## config.mk

```make
export PLATFORM = sky130hd
export DESIGN_NAME = imm_encoder
export DESIGN_NICKNAME = d
export VERILOG_FILES = /design/src/rtl/imm_encoder_pkg.sv /design/src/rtl/imm_encoder_rot_right.sv /design/src/rtl/imm_encoder.sv
export SDC_FILE = /design/constraint.sdc
export NUM_CORES = 1
export LEC_CHECK = 0
export CORE_MARGIN = 2
export CORE_UTILIZATION = 35
export DETAILED_ROUTE_END_ITERATION = 8
export PLACE_DENSITY = 0.62
export SLEW_MARGIN = 30
export SYNTH_ARGS = -nofsm -noshare
export SYNTH_HDL_FRONTEND = slang
export SYNTH_SLANG_ARGS = --single-unit
```

## constraint.sdc

```tcl
create_clock -name clk -period 4.1 [get_ports clk]
set_input_delay 0.41 -clock clk [delete_from_list [all_inputs] [get_ports clk]]
set_output_delay 0.41 -clock clk [all_outputs]
set_load 0.01 [all_outputs]
```

## src/rtl/imm_encoder_pkg.sv

```systemverilog
// +----------------------------------------------------------------------+
// | imm_encoder_pkg                                                       |
// | Shared types and constants for the rotated-immediate encoder.        |
// | Rev 1.0                                                               |
// +----------------------------------------------------------------------+
`default_nettype none

package imm_encoder_pkg;

    localparam int NUM_ROT = 16;

    typedef enum logic [1:0] {
        MODE_PLAIN = 2'b00,
        MODE_NOT   = 2'b01,
        MODE_NEG   = 2'b10
    } mode_e;

    typedef enum logic [1:0] {
        IDLE       = 2'd0,
        SEARCH_PRI = 2'd1,
        SEARCH_ALT = 2'd2,
        DONE       = 2'd3
    } state_e;

endpackage

`default_nettype wire

```

## src/rtl/imm_encoder_rot_right.sv

```systemverilog
// +----------------------------------------------------------------------+
// | rot_right                                                             |
// | Combinational rotate-right of a WIDTH-bit word by a variable amount. |
// | Rev 1.0                                                               |
// +----------------------------------------------------------------------+
`default_nettype none

module rot_right #(
    parameter int WIDTH = 32
) (
    input  logic [WIDTH-1:0]         data,
    input  logic [$clog2(WIDTH)-1:0] amount,
    output logic [WIDTH-1:0]         result
);

    logic [2*WIDTH-1:0] w_double;
    logic [2*WIDTH-1:0] w_shifted;

    // Shifting a doubled copy avoids the WIDTH-bit shift corner case at amount 0.
    assign w_double  = {data, data};
    assign w_shifted = w_double >> amount;
    assign result    = w_shifted[WIDTH-1:0];

endmodule

`default_nettype wire

```

## src/rtl/imm_encoder.sv

```systemverilog
// +----------------------------------------------------------------------+
// | imm_encoder                                                           |
// | Sequential search for an 8-bit/even-rotation immediate encoding.     |
// | Rev 1.0                                                               |
// +----------------------------------------------------------------------+
`default_nettype none

module imm_encoder
    import imm_encoder_pkg::*;
(
    input  logic        clk,
    input  logic        rst_n,
    input  logic        in_valid,
    output logic        in_ready,
    input  logic [31:0] value,
    input  logic [1:0]  mode,
    output logic        out_valid,
    input  logic        out_ready,
    output logic        found,
    output logic        alt,
    output logic [11:0] imm12
);

    localparam logic [3:0] c_last_rot = 4'(NUM_ROT - 1);

    state_e      r_state;
    state_e      w_state_nxt;
    logic [31:0] r_value;
    logic [31:0] r_alt_op;
    logic        r_has_alt;
    logic [3:0]  r_rot;
    logic        r_found;
    logic        r_alt;
    logic [11:0] r_imm12;

    logic        w_accept;
    logic        w_searching;
    logic [31:0] w_operand;
    logic [4:0]  w_amount;
    logic [31:0] w_candidate;
    logic        w_hit;
    logic        w_last;

    assign w_accept    = in_valid && (r_state == IDLE);
    assign w_searching = (r_state == SEARCH_PRI) || (r_state == SEARCH_ALT);
    assign w_operand   = (r_state == SEARCH_ALT) ? r_alt_op : r_value;
    // rol by 2r expressed as ror by (32 - 2r) mod 32; 5-bit wrap does the mod.
    assign w_amount    = 5'd0 - {r_rot, 1'b0};
    assign w_hit       = (w_candidate[31:8] == 24'd0);
    assign w_last      = (r_rot == c_last_rot);

    rot_right #(
        .WIDTH (32)
    ) u_rot_right (
        .data   (w_operand),
        .amount (w_amount),
        .result (w_candidate)
    );

    always_ff @(posedge clk or negedge rst_n) begin
        if (!rst_n) begin
            r_state <= IDLE;
        end else begin
            r_state <= w_state_nxt;
        end
    end

    always_comb begin
        w_state_nxt = r_state;
        case (r_state)
            IDLE: begin
                if (w_accept) begin
                    w_state_nxt = SEARCH_PRI;
                end
            end
            SEARCH_PRI: begin
                if (w_hit) begin
                    w_state_nxt = DONE;
                end else if (w_last) begin
                    w_state_nxt = r_has_alt ? SEARCH_ALT : DONE;
                end
            end
            SEARCH_ALT: begin
                if (w_hit || w_last) begin
                    w_state_nxt = DONE;
                end
            end
            DONE: begin
                if (out_ready) begin
                    w_state_nxt = IDLE;
                end
            end
            default: w_state_nxt = IDLE;
        endcase
    end

    always_comb begin
        in_ready  = (r_state == IDLE);
        out_valid = (r_state == DONE);
        found     = r_found;
        alt       = r_alt;
        imm12     = r_imm12;
    end

    always_ff @(posedge clk or negedge rst_n) begin
        if (!rst_n) begin
            r_value   <= 32'd0;
            r_alt_op  <= 32'd0;
            r_has_alt <= 1'b0;
            r_rot     <= 4'd0;
            r_found   <= 1'b0;
            r_alt     <= 1'b0;
            r_imm12   <= 12'd0;
        end else if (w_accept) begin
            r_value   <= value;
            r_rot     <= 4'd0;
            r_found   <= 1'b0;
            r_alt     <= 1'b0;
            r_imm12   <= 12'd0;
            case (mode_e'(mode))
                MODE_NOT: begin
                    r_alt_op  <= ~value;
                    r_has_alt <= 1'b1;
                end
                MODE_NEG: begin
                    r_alt_op  <= 32'd0 - value;
                    r_has_alt <= 1'b1;
                end
                default: begin
                    r_alt_op  <= value;
                    r_has_alt <= 1'b0;
                end
            endcase
        end else if (w_searching) begin
            if (w_hit) begin
                r_found <= 1'b1;
                r_alt   <= (r_state == SEARCH_ALT);
                r_imm12 <= {r_rot, w_candidate[7:0]};
            end else if (!w_last) begin
                r_rot <= r_rot + 4'd1;
            end else begin
                r_rot <= 4'd0;
            end
        end
    end

endmodule

`default_nettype wire

```

**Word level (Yosys, flattened, before mapping)**

Index checks and enable logic that the tools add are counted.

- Register bits: 85
- Output and inout bits: 16
- Logic and storage cells: 58

- $add $sub $neg: 3
- Muxes and demuxes: 23
- Shift operators: 1
- Eq/ne operators: 11
- Reduce and logical (&&, ||, !) cells: 11
- Bitwise operators: 1

Operators with widths:

| operator | number |
|---|---|
| 32-bit one-hot mux with 2 select lines | 1 |
| 64-bit by 5-bit right shift with 32-bit output | 1 |
| 12-bit two-way mux | 3 |
| 32-bit two-way mux | 1 |
| 32-bit inverter | 1 |
| 1-bit by 32-bit subtractor with 32-bit output, first input constant | 1 |
| 24-bit zero test | 1 |
| 4-bit two-way mux | 4 |
| 2-bit two-way mux | 5 |
| 1-bit two-way mux | 8 |
| 2-bit one-hot mux with 4 select lines | 1 |
| 2-bit equality test, second input constant | 3 |
| 1-bit by 5-bit subtractor with 5-bit output, first input constant | 1 |
| 4-bit by 1-bit adder with 4-bit output, second input constant | 1 |
| 2-bit by 1-bit equality test with 1-bit output, second input constant | 2 |
| 4-bit equality test, second input constant | 1 |
| 2-bit by 1-bit != test with 1-bit output, second input constant | 2 |
| 2-bit != test, second input constant | 2 |
| 2-bit AND reduction | 2 |
| 4-bit AND reduction | 1 |
| 2-bit nonzero test | 2 |
| 3-bit != test, second input constant | 1 |
| 2-bit zero test | 1 |
| 1-bit logical OR | 2 |
| 2 further kinds | 2 |

**Depth between registers and ports, before layout**

- Depth in word-level cells: 7
- Mapped depth: 15
- Depth with buffers taken out: 10

**Hierarchy**

Synthesis repeated with hierarchy kept, for this count alone.

- Cells, all modules: 711
- Area total of the unflattened synthesis: 6985.4 µm²

By module, submodules not included:

| module | seq. area each (µm²) | area each (µm²) | instances | cells each |
|---|---|---|---|---|
| imm_encoder | 2127.0 | 5038.6 | 1 | 595 |
| rot_right | 0.0 | 1946.9 | 1 | 116 |

**Worst setup path after synthesis**

Ideal clock, no wire load.

- Kind: register -> register
- Start: register r_rot[0]
- End: register r_imm12[1] (netlist: imm12[1])
- Stages on the path, launching flop included: 13
- Path slack: 0.398 ns
- Buffers on the path: 3
- Library setup time: 0.136 ns
- Data arrival time: 3.566 ns
- Data required time: 3.964 ns
- Cell sequence: dfrtp_1 -> buf_2 -> inv_1 -> clkbuf_1 -> ha_1 -> xnor2_1 -> clkbuf_1 -> mux4_2 -> nor3_1 -> nand4_1 -> a211o_1 -> a2111oi_0 -> nor3_1

- Word-level cells in the longest chain between the ends: 5

Ends and longest elaborated chain:

| what | line | text |
|---|---|---|
| start, declared | imm_encoder.sv:31 | `logic [3:0] r_rot;` |
| start signal, assigned | imm_encoder.sv:140 | `r_rot <= r_rot + 4'd1;` |
| 1-bit by 5-bit subtractor with 5-bit output * | imm_encoder.sv:48 | `assign w_amount = 5'd0 - {r_rot, 1'b0};` |
| 64-bit by 5-bit right shift with 32-bit output * | imm_encoder_rot_right.sv:21 | `assign w_shifted = w_double >> amount;` |
| 24-bit zero test / 12-bit two-way mux (equally long branches) | imm_encoder.sv:49, imm_encoder.sv:135 |  |
| 2-bit nonzero test (no source line) / 12-bit two-way mux (equally long branches) | - |  |
| 2-bit AND reduction (no source line) / 12-bit two-way mux (equally long branches) | - |  |
| end signal, assigned | imm_encoder.sv:138 | `r_imm12 <= {r_rot, w_candidate[7:0]};` |
| end, declared | imm_encoder.sv:34 | `logic [11:0] r_imm12;` |

Every way passes the cells marked *; elsewhere a longest branch is shown, timed or not. The select of a mux whose other input is x is not followed.
A chain may end at the register's enable or synchronous reset.

**Worst setup path after layout**

- Start: register r_state[0]
- End: register r_imm12[3] (netlist: imm12[3])

- Word-level cells in the longest chain between the ends: 6

Ends and longest elaborated chain:

| what | line | text |
|---|---|---|
| start, declared | imm_encoder.sv:26 | `state_e r_state;` |
| start signal, assigned | imm_encoder.sv:64 | `r_state <= w_state_nxt;` |
| 2-bit equality test | imm_encoder.sv:45, imm_encoder.sv:46 |  |
| 32-bit two-way mux | imm_encoder.sv:46 | `assign w_operand = (r_state == SEARCH_ALT) ? r_alt_op : r_value;` |
| 64-bit by 5-bit right shift with 32-bit output | imm_encoder_rot_right.sv:21 |  |
| 24-bit zero test / 12-bit two-way mux (equally long branches) | imm_encoder.sv:49, imm_encoder.sv:135 |  |
| 2-bit nonzero test (no source line) / 12-bit two-way mux (equally long branches) | - |  |
| 2-bit AND reduction (no source line) / 12-bit two-way mux (equally long branches) | - |  |

Parallel ways exist; a longest one is shown, timed or not. The select of a mux whose other input is x is not followed.

==> impl_results.md <==
- Power Dens Cells: 825 nW/um^2
- Area Overhead vs Synth: 17.7%
- Most frequent cells after synthesis: 153 x nand2_1, 85 x dfrtp_1, 49 x a21oi_1, 49 x nor2_1, 47 x o21ai_0
- Hold Path Class: in -> async
- Maxcap violations: 0
- Critical Path Start Type: register
- Hold buffers post-CTS: 0
- R2R cell count: 11
- Number of global-route vias before repair: 5401
- EDFF count, synth: 0
- Predominant post-synthesis flop cell: dfrtp_1
- Worst Path Arrival: 4020 ps
- N_diodes: 0
- Largest net degree at the start of global routing: 59
- Worst hold margin: 119 ps
- Worst endpoint required time: 4300 ps
- Syn Inst Count: 746
- GP Congestion: 0.919
- Syn avg cell area: 8.56 sq um
- Crit Path Class: reg -> reg
- # nets final: 826
- Area share of the largest cell type after synthesis: 33.3%
- FF/Latch Area: 2130 sq um
- DRT Wirelength: 18400 microns
- Max Clock Skew: 10.7 ps
- Leakage power: 0.00311 uW
- Cell Area, Synth: 6390 sq um
- Fin area: 7520 sq um
- RSZ-0062 raised after global routing: false
- DP Cell Count: 996
- Worst r2r dst: imm12[3]
- Router iterations before antenna repair: 5
- Yosys reg bits: 85
- Vias: 5770
- Starting density of the core: 35.6%
- Crit share post-route: 93.2%
- Worst vdd ir: 0.378 mV
- Cell variety after synth: 57
- Synth top area cells: dfrtp_1 33%, mux4_2 12%, nand2_1 9.0%
- Net Count, Synth: 793
- Clock Sinks: 85
- Overflow after GRT: 0
- Initial antenna violation count: 0
- Die ar.: 19300 sq um
- Critical path launch point: r_state[0]
- Asr flop ratio synth: 100%
- CTS clk-pin slew, worst paths: 70 ps
- Multi-input combinational cell area: 3970 sq um
- Core outline area: 18000 sq um
- CTS tree: yes
- Dpl ws: 184 ps
- Wire per inst: 18.2 microns
- Final ANT Viol Nets: 0
- Final Setup Violations: 0
- Achievable Freq: 0.262 GHz
- Slew Viols, Final: 0
- Reg-to-reg slack, setup: 280 ps
- Rel. slew slack: 38.6%
- Final WS setup: 280 ps
- Least-Margin Pin Slew: 921 ps
- CTS H-tree lvls: 3
- Fill cells: 1822
- Fin. Hold Viols: 0
- Global-route wire length before repair: 30000 microns
- I/O Buffers: 53
- Vias/cell: 5.70
- Top-count cell post-synth: nand2_1
- HPWL Detailed: 13000 microns
- Initial drt markers: 419
- Root Driver: clkbuf_16
- Outcome: complete, no violations
- # IOs: 54
- TNS Setup: 0 ps
- Dominant cell type by area after synthesis: dfrtp_1
- Number of remaining DRC errors: 0
- FP Rows: 49
- Register area share after synthesis: 33.3%
- CTS Buffer Depth: 2
- Cell Area, Placed: 7150 sq um
- Worst-skew pair later-pin latency: 350 ps
- CP Capture Type: register
- Ys Warns: 0
- R2R Path Start: r_state[0]
- Finished Layout Cells: 1013
- Die Wd: 139 microns
- Worst-path fanout max: 18
- Fin crit period: 3820 ps
- Layout cells sized above 1: 12.4%
- Die H: 139 microns
- Num CTS Buffers: 9
- GRT Total Usage: 19.1%
## metal layers
layer / track usage [%] / wire [microns] / vias up
li1: - / - / 2809
met1: 30.1 / 9160 / 2743
met2: 26.9 / 7980 / 191
met3: 2.35 / 896 / 27
met4: 6.38 / 360 / 0
met5: 0 / 0 / -
## layout by cell type (no fill, tap or decap), drive strengths merged, types with 25 or more instances in the layout
master         instances
a21oi                 49
buf                   25
clkdlybuf4s50         52
dfrtp                 85
mux2i                 38
mux4                  33
nand2                154
nor2                  49
nor3                  44
o21ai                 49
## cells by family (layout without fill, tap and decap cells)
kind of cell	after synthesis	in the layout	share of synthesized area [%]
XOR/XNOR	3	3	0.412
buffers and inverters	73	111	4.84
AND/OR/NAND/NOR	324	324	23.3
multiplexers	82	82	19.5
flip-flops	85	85	33.3
adder cells (fa/ha/maj)	9	9	1.76
AO/OA/AOI/OAI	170	170	16.8
## state kept, by name, summed over array words and instances, names as in the netlist
signal	cells
r_alt_op	32
r_value	32
imm12	12
r_rot	4
r_state	2
alt	1
found	1
r_has_alt	1
## worst max-delay path: stages, from the launching register on
cell	delay, ps
dfrtp_1	400
inv_1	160
ha_4	370
buf_4	320
mux4_2	560
mux2i_1	210
mux2i_1	140
nor4_1	300
nand3_1	160
a211o_1	430
a2111oi_1	520
nor3_1	80
## worst max path at each step
stage / end / slack [ps] / depth (start not counted)
after detailed placement: imm12[3] / 180 / 11
after global placement: imm12[3] / 330 / 11
final: imm12[3] / 280 / 11
after CTS: imm12[3] / 170 / 11
after global routing: imm12[0] / 50 / 11
after floorplan: imm12[1] / 400 / 12
## power by group
group	switching (uW)	internal (uW)
registers	391	1170
clock network	355	615
logic	2000	1670
## through the flow
step           total power (uW)  utilization [%]
6_report                   6200             41.8
3_5_place_dp               5150             39.8
4_1_cts                    6140             41.8
2_1_floorplan              4190                -
5_1_grt                    6630             41.8
3_3_place_gp               5120             39.8
## final cells by class
class	count	area share, %
inverters	18	0.899
flip-flops and latches	85	28.3
clock inverters	5	1.43
well taps	229	3.81
clock buffers	11	3.23
repair buffers	77	9.52
multi-input cells	588	52.8
## what timing repair did
item | in CTS | in global routing
setup buffers | 0 | 1
resized for setup | 0 | 1
setup endpoints to repair | 0 | 6
endpoints found under the hold margin | 0 | 0
(Power assumes the default switching activity.)
